<file path="config.mk">
export PLATFORM = sky130hd
export DESIGN_NAME = ad7643_serial_capture_flat
export DESIGN_NICKNAME = d
export VERILOG_FILES = /design/src/rtl/ad7643_serial_capture_if.sv /design/src/rtl/ad7643_serial_capture.sv /design/src/flat_wrapper.sv
export SDC_FILE = /design/constraint.sdc
export NUM_CORES = 1
export LEC_CHECK = 0
export CAP_MARGIN = 25
export CORE_MARGIN = 8
export CORE_UTILIZATION = 45
export CTS_CLUSTER_SIZE = 28
export DETAILED_ROUTE_END_ITERATION = 7
export PLACE_DENSITY = 0.67
export SYNTH_ARGS = -nofsm -noshare
export SYNTH_HDL_FRONTEND = slang
export SYNTH_SLANG_ARGS = --single-unit
</file>
<file path="constraint.sdc">
create_clock -name CLK -period 3.75 [get_ports CLK]
set_clock_uncertainty 0.05 [all_clocks]
set_input_delay 0.375 -clock CLK [delete_from_list [all_inputs] [get_ports CLK]]
set_output_delay 0.375 -clock CLK [all_outputs]
set_load 0.02 [all_outputs]
</file>
<file path="src/rtl/ad7643_serial_capture_if.sv">
// Signal bundle between the AD7643 serial capture block and its environment:
// the run/clear controls, the ADC pins (chip select, convert start, serial clock,
// serial data, busy) and the sample handshake toward the capture memory.
//
// Modports:
//   master - the capture block (drives the ADC control pins and the sample side)
//   slave  - the environment (drives RUN/CLR/READY and the ADC return pins)
interface ad7643_serial_capture_if #(
  parameter int unsigned DATA_BITS = 18
) ();
  logic                 RUN;
  logic                 CLR;
  logic                 ADCS;
  logic                 ADCNVST;
  logic                 ADSCLK;
  logic                 ADSDOUT;
  logic                 ADBUSY;
  logic [DATA_BITS-1:0] SAMPLE;
  logic                 SAMPLE_VALID;
  logic                 SAMPLE_READY;
  logic [31:0]          SAMPLE_CNT;
  logic                 OVERRUN;
  logic                 TIMEOUT_ERR;
  logic                 ACTIVE;

  modport master (
    input  RUN, CLR, ADSDOUT, ADBUSY, SAMPLE_READY,
    output ADCS, ADCNVST, ADSCLK, SAMPLE, SAMPLE_VALID, SAMPLE_CNT, OVERRUN, TIMEOUT_ERR,
           ACTIVE
  );

  modport slave (
    output RUN, CLR, ADSDOUT, ADBUSY, SAMPLE_READY,
    input  ADCS, ADCNVST, ADSCLK, SAMPLE, SAMPLE_VALID, SAMPLE_CNT, OVERRUN, TIMEOUT_ERR,
           ACTIVE
  );
endinterface

</file>
<file path="src/rtl/ad7643_serial_capture.sv">
// Single-channel AD7643 acquisition in serial-slave mode. Each conversion:
// CNVST pulse, wait for BUSY to rise and fall, clock DATA_BITS bits in MSB first,
// then offer the word on a valid/ready handshake. Conversions repeat no faster
// than one per CONV_PERIOD clocks while RUN is high.
//
// Ports:
//   CLK    - system clock, all logic on its rising edge
//   RESETN - asynchronous active-low reset
//   bus    - master side of ad7643_serial_capture_if:
//            RUN/CLR controls, ADCS/ADCNVST/ADSCLK to the ADC, ADSDOUT/ADBUSY from it,
//            SAMPLE/SAMPLE_VALID/SAMPLE_READY handshake, SAMPLE_CNT, sticky OVERRUN and
//            TIMEOUT_ERR flags, ACTIVE status.
module ad7643_serial_capture #(
  parameter int unsigned CONV_PERIOD  = 250,
  parameter int unsigned CNVST_WIDTH  = 4,
  parameter int unsigned SCLK_HALF    = 2,
  parameter int unsigned DATA_BITS    = 18,
  parameter int unsigned BUSY_TIMEOUT = 400
) (
  input logic                      CLK,
  input logic                      RESETN,
  ad7643_serial_capture_if.master  bus
);

  localparam int unsigned PerW   = $clog2(CONV_PERIOD + 1);
  localparam int unsigned CntMax = (BUSY_TIMEOUT > CNVST_WIDTH) ? BUSY_TIMEOUT : CNVST_WIDTH;
  localparam int unsigned CntW   = $clog2(CntMax + 1);
  localparam int unsigned BitW   = $clog2(DATA_BITS + 1);

  typedef enum logic [2:0] {
    StIdle,
    StConv,
    StWaitHi,
    StWaitLo,
    StShift,
    StDone,
    StGap
  } state_e;

  state_e               state_q, state_d;
  logic                 busy_meta_q, busy_sync_q;
  logic [PerW-1:0]      per_cnt_q, per_cnt_d;
  logic [CntW-1:0]      cnt_q, cnt_d;
  logic [7:0]           half_q, half_d;
  logic [BitW-1:0]      bit_q, bit_d;
  logic                 sclk_q, sclk_d;
  logic [DATA_BITS-1:0] sr_q, sr_d;
  logic [DATA_BITS-1:0] sample_q, sample_d;
  logic                 valid_q, valid_d;
  logic [31:0]          scnt_q, scnt_d;
  logic                 overrun_q, overrun_d;
  logic                 timeout_q, timeout_d;
  logic                 adcs_q, adcs_d;
  logic                 cnvst_q, cnvst_d;
  logic                 active_q, active_d;
  logic                 accept;
  logic                 load;
  logic                 timeout_hit;

  assign accept = valid_q & bus.SAMPLE_READY;

  // FSM next state, SCLK generation and shift register.
  always_comb begin
    state_d     = state_q;
    cnt_d       = cnt_q;
    half_d      = half_q;
    bit_d       = bit_q;
    sclk_d      = sclk_q;
    sr_d        = sr_q;
    load        = 1'b0;
    timeout_hit = 1'b0;

    unique case (state_q)
      StIdle: begin
        if (bus.RUN) begin
          state_d = StConv;
          cnt_d   = '0;
        end
      end

      StConv: begin
        if (cnt_q == CntW'(CNVST_WIDTH - 1)) begin
          state_d = StWaitHi;
          cnt_d   = '0;
        end else begin
          cnt_d = cnt_q + 1'b1;
        end
      end

      StWaitHi: begin
        if (busy_sync_q) begin
          state_d = StWaitLo;
          cnt_d   = '0;
        end else if (cnt_q == CntW'(BUSY_TIMEOUT - 1)) begin
          state_d     = StGap;
          timeout_hit = 1'b1;
        end else begin
          cnt_d = cnt_q + 1'b1;
        end
      end

      StWaitLo: begin
        if (!busy_sync_q) begin
          state_d = StShift;
          half_d  = '0;
          bit_d   = '0;
          sclk_d  = 1'b0;
        end else if (cnt_q == CntW'(BUSY_TIMEOUT - 1)) begin
          state_d     = StGap;
          timeout_hit = 1'b1;
        end else begin
          cnt_d = cnt_q + 1'b1;
        end
      end

      StShift: begin
        if (half_q == 8'(SCLK_HALF - 1)) begin
          half_d = '0;
          sclk_d = ~sclk_q;
          // Data is taken on the edge that drives SCLK high -> low.
          if (sclk_q) begin
            sr_d  = {sr_q[DATA_BITS-2:0], bus.ADSDOUT};
            bit_d = bit_q + 1'b1;
            if (bit_q == BitW'(DATA_BITS - 1)) begin
              state_d = StDone;
            end
          end
        end else begin
          half_d = half_q + 1'b1;
        end
      end

      StDone: begin
        // A word being taken this very cycle frees the output register.
        load    = ~valid_q | accept;
        state_d = StGap;
      end

      StGap: begin
        // The period counter reaches CONV_PERIOD on this edge, so the next CNVST
        // lands exactly CONV_PERIOD clocks after the previous one.
        if (per_cnt_q >= PerW'(CONV_PERIOD - 1)) begin
          state_d = bus.RUN ? StConv : StIdle;
          cnt_d   = '0;
        end
      end

      default: state_d = StIdle;
    endcase
  end

  // Period counter, handshake, sticky flags and registered pin outputs.
  always_comb begin
    per_cnt_d = per_cnt_q;
    if (state_d == StConv && state_q != StConv) begin
      per_cnt_d = '0;
    end else if (per_cnt_q != PerW'(CONV_PERIOD)) begin
      per_cnt_d = per_cnt_q + 1'b1;
    end

    sample_d = load ? sr_q : sample_q;

    valid_d = valid_q;
    if (load) begin
      valid_d = 1'b1;
    end else if (accept) begin
      valid_d = 1'b0;
    end

    scnt_d = scnt_q;
    if (bus.CLR) begin
      scnt_d = accept ? 32'd1 : 32'd0;
    end else if (accept) begin
      scnt_d = scnt_q + 32'd1;
    end

    // Set wins over CLR for both sticky flags.
    overrun_d = overrun_q;
    if (state_q == StDone && !load) begin
      overrun_d = 1'b1;
    end else if (bus.CLR) begin
      overrun_d = 1'b0;
    end

    timeout_d = timeout_q;
    if (timeout_hit) begin
      timeout_d = 1'b1;
    end else if (bus.CLR) begin
      timeout_d = 1'b0;
    end

    adcs_d   = !(state_d inside {StConv, StWaitHi, StWaitLo, StShift});
    cnvst_d  = (state_d == StConv);
    active_d = (state_d != StIdle);
  end

  always_ff @(posedge CLK or negedge RESETN) begin
    if (!RESETN) begin
      state_q     <= StIdle;
      busy_meta_q <= 1'b0;
      busy_sync_q <= 1'b0;
      per_cnt_q   <= '0;
      cnt_q       <= '0;
      half_q      <= '0;
      bit_q       <= '0;
      sclk_q      <= 1'b0;
      sr_q        <= '0;
      sample_q    <= '0;
      valid_q     <= 1'b0;
      scnt_q      <= '0;
      overrun_q   <= 1'b0;
      timeout_q   <= 1'b0;
      adcs_q      <= 1'b1;
      cnvst_q     <= 1'b0;
      active_q    <= 1'b0;
    end else begin
      state_q     <= state_d;
      busy_meta_q <= bus.ADBUSY;
      busy_sync_q <= busy_meta_q;
      per_cnt_q   <= per_cnt_d;
      cnt_q       <= cnt_d;
      half_q      <= half_d;
      bit_q       <= bit_d;
      sclk_q      <= sclk_d;
      sr_q        <= sr_d;
      sample_q    <= sample_d;
      valid_q     <= valid_d;
      scnt_q      <= scnt_d;
      overrun_q   <= overrun_d;
      timeout_q   <= timeout_d;
      adcs_q      <= adcs_d;
      cnvst_q     <= cnvst_d;
      active_q    <= active_d;
    end
  end

  assign bus.ADCS         = adcs_q;
  assign bus.ADCNVST      = cnvst_q;
  assign bus.ADSCLK       = sclk_q;
  assign bus.SAMPLE       = sample_q;
  assign bus.SAMPLE_VALID = valid_q;
  assign bus.SAMPLE_CNT   = scnt_q;
  assign bus.OVERRUN      = overrun_q;
  assign bus.TIMEOUT_ERR  = timeout_q;
  assign bus.ACTIVE       = active_q;

endmodule

</file>
<file path="src/flat_wrapper.sv">
// flat-port wrapper written by rule: the top's interface ports become plain ports
module ad7643_serial_capture_flat 
#(
  parameter int unsigned CONV_PERIOD  = 250,
  parameter int unsigned CNVST_WIDTH  = 4,
  parameter int unsigned SCLK_HALF    = 2,
  parameter int unsigned DATA_BITS    = 18,
  parameter int unsigned BUSY_TIMEOUT = 400
)
  (CLK, RESETN, bus_RUN, bus_CLR, bus_ADSDOUT, bus_ADBUSY, bus_SAMPLE_READY, bus_ADCS, bus_ADCNVST, bus_ADSCLK, bus_SAMPLE, bus_SAMPLE_VALID, bus_SAMPLE_CNT, bus_OVERRUN, bus_TIMEOUT_ERR, bus_ACTIVE);
  ad7643_serial_capture_if #(.DATA_BITS(DATA_BITS)) bus_i ();
  input logic CLK;
  input logic RESETN;
  input wire logic [$bits(bus_i.RUN)-1:0] bus_RUN;
  input wire logic [$bits(bus_i.CLR)-1:0] bus_CLR;
  input wire logic [$bits(bus_i.ADSDOUT)-1:0] bus_ADSDOUT;
  input wire logic [$bits(bus_i.ADBUSY)-1:0] bus_ADBUSY;
  input wire logic [$bits(bus_i.SAMPLE_READY)-1:0] bus_SAMPLE_READY;
  output wire logic [$bits(bus_i.ADCS)-1:0] bus_ADCS;
  output wire logic [$bits(bus_i.ADCNVST)-1:0] bus_ADCNVST;
  output wire logic [$bits(bus_i.ADSCLK)-1:0] bus_ADSCLK;
  output wire logic [$bits(bus_i.SAMPLE)-1:0] bus_SAMPLE;
  output wire logic [$bits(bus_i.SAMPLE_VALID)-1:0] bus_SAMPLE_VALID;
  output wire logic [$bits(bus_i.SAMPLE_CNT)-1:0] bus_SAMPLE_CNT;
  output wire logic [$bits(bus_i.OVERRUN)-1:0] bus_OVERRUN;
  output wire logic [$bits(bus_i.TIMEOUT_ERR)-1:0] bus_TIMEOUT_ERR;
  output wire logic [$bits(bus_i.ACTIVE)-1:0] bus_ACTIVE;
  assign bus_i.RUN = bus_RUN;
  assign bus_i.CLR = bus_CLR;
  assign bus_i.ADSDOUT = bus_ADSDOUT;
  assign bus_i.ADBUSY = bus_ADBUSY;
  assign bus_i.SAMPLE_READY = bus_SAMPLE_READY;
  assign bus_ADCS = bus_i.ADCS;
  assign bus_ADCNVST = bus_i.ADCNVST;
  assign bus_ADSCLK = bus_i.ADSCLK;
  assign bus_SAMPLE = bus_i.SAMPLE;
  assign bus_SAMPLE_VALID = bus_i.SAMPLE_VALID;
  assign bus_SAMPLE_CNT = bus_i.SAMPLE_CNT;
  assign bus_OVERRUN = bus_i.OVERRUN;
  assign bus_TIMEOUT_ERR = bus_i.TIMEOUT_ERR;
  assign bus_ACTIVE = bus_i.ACTIVE;
  ad7643_serial_capture #(.CONV_PERIOD(CONV_PERIOD), .CNVST_WIDTH(CNVST_WIDTH), .SCLK_HALF(SCLK_HALF), .DATA_BITS(DATA_BITS), .BUSY_TIMEOUT(BUSY_TIMEOUT)) u_core (.CLK(CLK), .RESETN(RESETN), .bus(bus_i));
endmodule
</file>
# Word level (Yosys, flattened, before mapping)
# Index checks and enable logic that the tools add are counted.
classes:
  mux: 43
  n_eq_ne: 22
  n_addsub: 5
  bitwise: 4
  magnitude_cmp: 1
  reduce_logical: 19
op_table:
  columns: ["operator", "count"]
  rows:
  - ["2-to-1 mux 32 bit", 2]
  - ["2-to-1 mux 9 bit", 6]
  - ["case mux 9 bit (5 select lines)", 1]
  - ["adder 32 x 1 -> 32 bit (second input constant)", 1]
  - ["2-to-1 mux 8 bit", 4]
  - ["2-to-1 mux 3 bit", 9]
  - ["case mux 3 bit (7 select lines)", 1]
  - ["adder 8 x 1 -> 8 bit (second input constant)", 2]
  - ["case mux 8 bit (2 select lines)", 1]
  - ["2-to-1 mux 5 bit", 3]
  - ["2-to-1 mux 1 bit", 13]
  - ["equality test 3 x 2 -> 1 bit (second input constant)", 4]
  - ["equality test 3 bit (second input constant)", 4]
  - ["nonzero test 2 bit", 6]
  - ["case mux 5 bit (2 select lines)", 1]
  - ["adder 9 x 1 -> 9 bit (second input constant)", 1]
  - ["equality test 9 x 2 -> 1 bit (second input constant)", 1]
  - ["equality test 9 bit (second input constant)", 1]
  - ["equality test 8 x 1 -> 1 bit (second input constant)", 1]
  - ["greater-or-equal comparator 8 bit (second input constant)", 1]
  - ["inequality test 2 x 1 -> 1 bit (second input constant)", 4]
  - ["inequality test 8 bit (second input constant)", 1]
  - ["AND reduction 4 bit", 2]
  - ["equality test 3 x 1 -> 1 bit (second input constant)", 2]
  - ["16 further kinds", 22]
totals:
  out_inout_bits: 57
  inputBits: 7
  reg_bits: 110

# Depth between registers and ports, before layout
# Gate-level depths: netlist of the first run.
logic_depth:
  depth_word: 8
  ltp_mapped: 8

# Worst setup path after synthesis of the first run
# Ideal clock, no wire load.
synth_path:
  path_type: "reg-to-reg"
  start: "reg u_core.scnt_q[7], in the netlist u_core.bus.SAMPLE_CNT[7]"
  end: "reg u_core.scnt_q[24], in the netlist u_core.bus.SAMPLE_CNT[24]"
  t_arrival_ns: 1.872
  setup_time_ns: 0.132
  required_time_ns: 3.568
  path_stages_with_launch: 8
  path_slack_ns: 1.696
  path_cell_list: "dfrtp_1 nand4_2 or4_4 buf_6 buf_6 nor4_4 xnor2_1 nor2_1"
synth_via:
  elab_chain_cells: 3
synth_rtl:
  columns: ["item", "line_no", "rtl"]
  rows:
  - ["from (decl)", "ad7643_serial_capture.sv:50", "logic [31:0] scnt_q, scnt_d;"]
  - ["from (signal assigned)", "ad7643_serial_capture.sv:228", "scnt_q <= scnt_d;"]
  - ["adder 32 x 1 -> 32 bit", "ad7643_serial_capture.sv:174", "scnt_d = scnt_q + 32'd1;"]
  - ["2-to-1 mux 32 bit", "ad7643_serial_capture.sv:173", "end else if (accept) begin"]
  - ["2-to-1 mux 32 bit", "ad7643_serial_capture.sv:171", "if (bus.CLR) begin"]
# Every way passes these cells. The select of a mux whose other input is x is not followed.
# A chain may end at the register's enable or synchronous reset.

# Worst setup path in the final report of the first run
layout_path:
  start: "reg u_core.state_q[2]"
  end: "reg u_core.bit_q[3]"
layout_via:
  elab_chain_cells: 3
layout_rtl:
  columns: ["item", "line_no", "rtl"]
  rows:
  - ["from (decl)", "ad7643_serial_capture.sv:40", "state_e state_q, state_d;"]
  - ["from (signal assigned)", "ad7643_serial_capture.sv:199", "state_q <= StIdle;"]
  - ["from (signal assigned)", "ad7643_serial_capture.sv:217", "state_q <= state_d;"]
  - ["equality test 3 bit / equality test 3 x 2 -> 1 bit (equally long branches)", "ad7643_serial_capture.sv:73", "unique case (state_q)"]
  - ["inequality test 2 x 1 -> 1 bit (no line), or another cell as far along", null, null]
  - ["AND reduction 4 bit (no line)", null, null]
  - ["to (signal assigned)", "ad7643_serial_capture.sv:223", "bit_q <= bit_d;"]
  - ["to (decl)", "ad7643_serial_capture.sv:45", "logic [BitW-1:0] bit_q, bit_d;"]
# Several ways; a longest one is shown, not always the timed one.

==> impl_summary.log, run 1 <==
INFO  metric final_core_util = 55.4%
INFO  metric initial_antenna_violation_count = 0
INFO  metric cell_area_after_technology_mapping = 5280 um2
INFO  metric worst_ep_required_time = 3.93 ns
INFO  metric worst_hold_path_type = primary input to asynchronous set/reset pin
INFO  metric fp-row-count = 39
INFO  metric rsz_0062_raised_after_global_routing = no
INFO  metric port-buffer-count = 63
INFO  metric cts_root_buffer = clkbuf_16
INFO  metric design.die.area = 15,400 um2
INFO  metric die_y = 124 um
INFO  metric drt_first_pass_iters = 5
INFO  metric timing.critical_path.from_type = flip-flop
INFO  metric post_cts_hold_buffer_count = 0
INFO  metric layout.nets = 609
INFO  metric leakagePower = 2.80 nW
INFO  metric grt_remaining_overflow = 0
INFO  metric route.detailed.drc = 0
INFO  metric asyncSetResetFlopFracSynth = 100%
INFO  metric cts_tree = done
INFO  metric syn_nets = 551
INFO  metric detail_route.wl_per_cell = 15.5 um
INFO  metric finalHoldViolations = 0
INFO  metric crit_path_end_kind = flip-flop
INFO  metric total_cts_buffers = 9
INFO  metric maximum_number_of_pins_on_one_net_before_global_route_repair = 58
INFO  metric count_of_cells_resized_by_post_cts_repair = 0
INFO  metric combinationalPowerShare = 23.7%
INFO  metric route.antenna.remaining_nets = 0
INFO  metric die_width = 124 um
INFO  metric boundaryPins = 64
INFO  metric outcome = complete, no violations
INFO  metric yosys.area.top_type_share = 51.7%
INFO  metric hold_ws = 0.0352 ns
INFO  metric drive_gt1_share = 9.40%
INFO  metric sw_frac_of_total = 32.3%
INFO  metric postSynthRegisterBits = 110
INFO  metric detailed_route_iter0_violations = 298
INFO  metric layout.cells.most_common_list = 109 x dfrtp_1, 88 x nand2_1, 62 x clkdlybuf4s50_1
INFO  metric ys_top_cells_by_area = dfrtp_1 52%, nand2_1 6.3%, xnor2_1 4.5%
INFO  metric yosys_warnings = 0
INFO  metric max_freq = 412 MHz
INFO  metric synth_ff_type = dfrtp_1
INFO  metric core_area = 11,400 um2
INFO  metric setup_viol = 0
INFO  metric antennaDiodeCount = 0
INFO  metric post_cts_buffers = 0
INFO  metric arrival = 2.60 ns
INFO  metric min_period = 2.43 ns
INFO  metric synth_cell_types = 46
INFO  metric layout_worst_path_cycle_share = 64.7%
INFO  metric final_max_slew_viol_count = 0
INFO  metric clk_transition_reported_paths = 0.07 ns
INFO  metric insertion_delay = 0.35 ns
INFO  metric cts.path.max_buffers = 2
INFO  metric internal_power = 2.14 mW
INFO  metric cts.htree.levels = 3
INFO  metric gpl.final_weighted_congestion = 0.812
INFO  metric crit_type = flip-flop to flip-flop
INFO  metric synthDominantAreaCellType = dfrtp_1
INFO  metric detail_route.vias_per_cell = 5.46
INFO  metric area_growth = 19.9%
INFO  metric syn_avg_cell_area = 9.88 um2
INFO  metric worst_ir_drop_vdd = 280 uV
INFO  metric max_cap_violations = 0
INFO  metric postRouteWirelength = 11,400 um
INFO  metric p_seq_share = 45.4%
INFO  metric cts.sink_count = 110
INFO  metric actual_slew_at_the_worst_max_slew_pin = 0.957 ns
INFO  metric grt_pass1_vias = 3,938
INFO  metric initial_utilization = 46.2%
INFO  metric layout.cells.most_common = dfrtp_1
INFO  metric final.setup.tns = 0 ns
INFO  metric dr_total_vias = 4,034
INFO  metric post-dp-hpwl = 7850 um
INFO  metric p_clk_share = 30.9%
INFO  metric power.density_cell_area = 500 nW/um2
INFO  metric crit_fanout = 21
INFO  metric count_of_flip_flops_with_a_built_in_enable_after_synthesis = 0
INFO  metric netlist_instances = 534
INFO  metric netSwitchingPower = 1.02 mW
INFO  metric grt_first_pass_wirelength = 19,500 um
INFO  metric grt_util_all_layers = 15.1%
INFO  metric relSlewSlack = 36.2%
INFO  metric synth-seq-area-share = 52.2%
==> cells by family (layout without fill, tap and decap cells) <==
family                   count (synthesis)  after routing  share of synthesized area, %
XOR/XNOR                                40             40                          6.64
adder cells (fa/ha/maj)                 10             10                          2.37
multiplexers                            20             20                          4.27
AND/OR/NAND/NOR                        252            252                          23.7
buffers and inverters                   40            102                          3.23
AO/OA/AOI/OAI                           62             62                          7.57
flip-flops                             110            110                          52.2
==> layer usage <==
metal / vias to the layer above / track usage (%) / part of all wire [%]
li1: 1954 / - / -
met1: 1980 / 18.6 / 47
met2: 87 / 24.2 / 47
met3: 13 / 4.55 / 5.0
met4: 0 / 5.88 / 1.4
met5: - / 0 / 0
==> registers in the layout, indices dropped and copies added (netlist names) <==
name / flops
u_core.sr_q: 18
u_core.bus.TIMEOUT_ERR: 1
u_core.bus.SAMPLE_VALID: 1
u_core.bus.ADCS: 1
u_core.bus.SAMPLE_CNT: 32
u_core.half_q: 8
u_core.per_cnt_q: 8
u_core.bus.OVERRUN: 1
u_core.bus.SAMPLE: 18
u_core.state_q: 3
u_core.bus.ADSCLK: 1
u_core.cnt_q: 9
u_core.busy_sync_q: 1
u_core.bit_q: 5
u_core.bus.ADCNVST: 1
u_core.busy_meta_q: 1
u_core.bus.ACTIVE: 1
==> worst paths after layout <==
path / start / endpoint / slack (ns) / depth (start not counted)
setup / recovery: u_core.state_q[2]$_DFF_PN0_ / u_core.bit_q[3]$_DFFE_PN0P_ / 1.33 / 5
hold / removal: RESETN / u_core.bus.SAMPLE_CNT[1]$_DFFE_PN0P_ / 0.04 / 1
setup reg to reg: u_core.state_q[2]$_DFF_PN0_ / u_core.bit_q[3]$_DFFE_PN0P_ / 1.33 / 5
hold reg to reg: u_core.busy_meta_q$_DFF_PN0_ / u_core.busy_sync_q$_DFF_PN0_ / 0.31 / 0
max in group asynchronous: RESETN / u_core.per_cnt_q[7]$_DFFE_PN0P_ / 2.75 / 2
min in group CLK: u_core.busy_meta_q$_DFF_PN0_ / u_core.busy_sync_q$_DFF_PN0_ / 0.31 / 0
==> per-stage QoR <==
| step | power, mW | setup slack, ns | instances | instance area [um2] |
|---|---|---|---|---|
| 2_1_floorplan | 1.96 | 1.70 | 534 | 5280 |
| 3_3_place_gp | 2.17 | 1.33 | 723 | 6020 |
| 3_5_place_dp | 2.20 | 1.23 | 723 | 6020 |
| 4_1_cts | 3.19 | 1.21 | 738 | 6320 |
| 5_1_grt | 3.35 | 1.03 | 739 | 6330 |
| 6_report | 3.16 | 1.33 | 739 | 6330 |
==> power by group through the flow <==
| stage | Sequential [mW] | Clock [mW] | Combinational, mW |
|---|---|---|---|
| 6_report | 1.44 | 0.978 | 0.751 |
| 5_1_grt | 1.46 | 1.06 | 0.838 |
| 4_1_cts | 1.43 | 1.01 | 0.752 |
| 3_5_place_dp | 1.46 | 0 | 0.749 |
| 3_3_place_gp | 1.45 | 0 | 0.723 |
| 2_1_floorplan | 1.45 | 0 | 0.511 |
==> critical path: stages (launching register included) <==
cell and delay (ns):
dfrtp_1 0.58, nor3b_1 0.51, and4_1 0.74, nand4_1 0.19, xor2_1 0.19, nor2_1 0.05
==> Yosys cell counts (all sizes together), types with 6 or more instances <==
master,count
a21oi,10
a22o,6
and3,9
buf,6
clkbuf,16
dfrtp,109
ha,10
inv,18
mux2,20
nand2,88
nand3,23
nand4,12
nor2,61
nor3,13
nor3b,6
nor4,14
o21ai,24
xnor2,27
xor2,13
==> final cells by class <==
class | count | area (um2)
multi-input combinational | 384 | 2350
sequential | 110 | 2750
fill | 1046 | 5090
timing repair buffer | 69 | 673
clock buffer | 9 | 225
tap | 143 | 179
clock inverter | 6 | 76.3
inverter | 18 | 67.6
Note: power is estimated with default switching activity, not from simulation.
==> run 2: changes to the inputs <==
- PLACE_DENSITY: 0.67 -> 0.69
- clock period: 3.75 -> 2.06 ns (I/O delays scaled with it)
==> run 2 against run 1 <==
Sequential cell count stayed put. Via count is 3.9% higher. Register-to-register slack worse by 1.3 ns. Worst hold slack better by 0.22 ns. Fmax is 21% higher. Combinational power is 120% higher. Core utilization is 3.2 points higher. Die area stayed put. Cell count is 4.9% higher. Routed wire length is 3.1% higher. Count of clock-buffer cells in the layout is 2 higher.
==> impl_summary.log, run 2 (synthesized netlist as in run 1, its figures left out) <==
INFO  metric outcome = complete, no violations
INFO  metric leakagePower = 2.99 nW
INFO  metric cts_tree = done
INFO  metric crit_type = flip-flop to flip-flop
INFO  metric final_max_slew_viol_count = 0
INFO  metric grt_pass1_vias = 4,102
INFO  metric gpl.final_weighted_congestion = 0.837
INFO  metric drt_first_pass_iters = 5
INFO  metric design.die.area = 15,400 um2
INFO  metric arrival = 2.18 ns
INFO  metric final.setup.tns = 0 ns
INFO  metric power.density_cell_area = 887 nW/um2
INFO  metric setup_viol = 0
INFO  metric insertion_delay = 0.35 ns
INFO  metric finalHoldViolations = 0
INFO  metric worst_ep_required_time = 2.24 ns
INFO  metric n_fill_cell = 999
INFO  metric crit_fanout = 19
INFO  metric min_period = 2.00 ns
INFO  metric port-buffer-count = 63
INFO  metric cts.path.max_buffers = 2
INFO  metric core_area = 11,400 um2
INFO  metric timing.critical_path.from_type = flip-flop
INFO  metric layout.nets = 644
INFO  metric multi_input_comb_area = 2440 um2
INFO  metric cp_slowest_stage_delay = 0.70 ns
INFO  metric area_growth = 26.8%
INFO  metric initial_antenna_violation_count = 0
INFO  metric final_core_util = 58.6%
INFO  metric layout_worst_path_cycle_share = 97.3%
INFO  metric post-dp-hpwl = 7950 um
INFO  metric grt_first_pass_wirelength = 19,900 um
INFO  metric hold_ws = 0.255 ns
INFO  metric grt_remaining_overflow = 0
INFO  metric antennaDiodeCount = 0
INFO  metric route.antenna.remaining_nets = 0
INFO  metric detail_route.vias_per_cell = 5.41
INFO  metric route.detailed.drc = 0
INFO  metric crit_path_end_kind = flip-flop
INFO  metric die_width = 124 um
INFO  metric boundaryPins = 64
INFO  metric dr_total_vias = 4,193
INFO  metric cts.sink_count = 110
INFO  metric largest_register_ff_count = 32
INFO  metric total_cts_buffers = 9
INFO  metric cts.htree.levels = 3
INFO  metric maximum_number_of_pins_on_one_net_before_global_route_repair = 62
INFO  metric layout.cells.most_common_list = 108 x dfrtp_1, 88 x nand2_1, 62 x clkdlybuf4s50_1
INFO  metric relSlewSlack = 69.7%
INFO  metric clk_transition_reported_paths = 0.07 ns
INFO  metric worst_hold_path_type = primary input to flip-flop
INFO  metric worst_ir_drop_vdd = 818 uV
INFO  metric initial_utilization = 46.2%
INFO  metric max_freq = 499 MHz
INFO  metric max_cap_violations = 0
INFO  metric crit_chain = nand4_2 -> or4_4 -> nor4_1 -> xnor2_1 -> nor2_1
INFO  metric fp-row-count = 39
INFO  metric detailed_route_iter0_violations = 274
INFO  metric layout.cells.most_common = dfrtp_1
INFO  metric actual_slew_at_the_worst_max_slew_pin = 0.455 ns
INFO  metric area.sequential = 2760 um2
INFO  metric detail_route.wl_per_cell = 15.2 um
INFO  metric drive_gt1_share = 16.8%
INFO  metric cts_root_buffer = clkbuf_16
INFO  metric grt_util_all_layers = 15.1%
INFO  metric cp_slowest_cell = or4_4
INFO  metric postRouteWirelength = 11,800 um
INFO  metric die_y = 124 um
## run 2: cell count changes in the layout (fill, tap and decap cells not counted), sizes merged
cell           change
buf               +34
inv                -3
clkinv             +2
bufinv             -1
clkbuf             +1
clkdlybuf4s15      +1
clkinvlp           +1
dlygate4sd3        +1
## run 2: repair_timing
action,CTS,global route
setup buffers,0,4
endpoints found under the setup margin,0,19
hold buffers,1,0
resized for setup,0,18
hold endpoints to repair,31,0
## run 2: stage by stage
| step | area (um2) | setup WS, ns | total power [mW] | instances |
|---|---|---|---|---|
| final | 6690 | 0.0565 | 5.94 | 775 |
| after global routing | 6690 | -0.0281 | 6.28 | 775 |
| after CTS | 6560 | 0.0368 | 5.87 | 770 |
| after detailed placement | 6270 | 0.0494 | 4.15 | 753 |
| after global placement | 6270 | 0.102 | 4.08 | 753 |
| after floorplan | 5280 | 0.00617 | 3.57 | 534 |
## run 2: power breakdown
part,internal (mW),switching (mW),total [mW],leakage [nW]
combinational,0.763,0.922,1.68,1.36
clock,0.868,0.811,1.68,0.137
sequential,2.37,0.203,2.57,1.50
## run 2: worst paths after layout
| kind | to | slack, ns | cells after the start | from |
|---|---|---|---|---|
| max | u_core.bus.SAMPLE_CNT[28]$_DFFE_PN0P_ | 0.06 | 5 | u_core.bus.SAMPLE_CNT[10]$_DFFE_PN0P_ |
| min | u_core.busy_meta_q$_DFF_PN0_ | 0.25 | 1 | bus_ADBUSY |
| max reg2reg | u_core.bus.SAMPLE_CNT[28]$_DFFE_PN0P_ | 0.06 | 5 | u_core.bus.SAMPLE_CNT[10]$_DFFE_PN0P_ |
| min reg2reg | u_core.busy_sync_q$_DFF_PN0_ | 0.29 | 0 | u_core.busy_meta_q$_DFF_PN0_ |
| max in group asynchronous | u_core.sr_q[0]$_DFFE_PN0P_ | 0.98 | 3 | RESETN |
| min in group asynchronous | u_core.per_cnt_q[4]$_DFFE_PN0P_ | 0.29 | 2 | RESETN |
## run 2: layout make-up
type / count / area share (%)
tap: 143 / 2.67
clock inverter: 5 / 0.636
timing repair buffer: 104 / 14.5
multi-input combinational: 384 / 36.4
sequential: 110 / 41.2
inverter: 18 / 1.01
clock buffer: 11 / 3.63
## run 2: metal layers
layer  share of wire [%]  track usage, %  routed length, um  up-vias
li1                    -               -                  -     2021
met1                  45            18.7               5340     2077
met2                  49            24.4               5730       82
met3                 4.7            5.40                556       13
met4                 1.3            4.11                153        0
met5                   0               0                  0        -
## run 2: worst max-delay path: cells and delay by family (launching register included)
family / cells / cell delay, ns
xor+xnor: 1 / 0.17
flops: 1 / 0.41
simple gates: 4 / 1.25
==> run 3: changes to the inputs <==
- CTS_CLUSTER_DIAMETER: not set -> 40
==> results of run 3 <==
Final layout, timing and power as in run 2 (identical DEF).
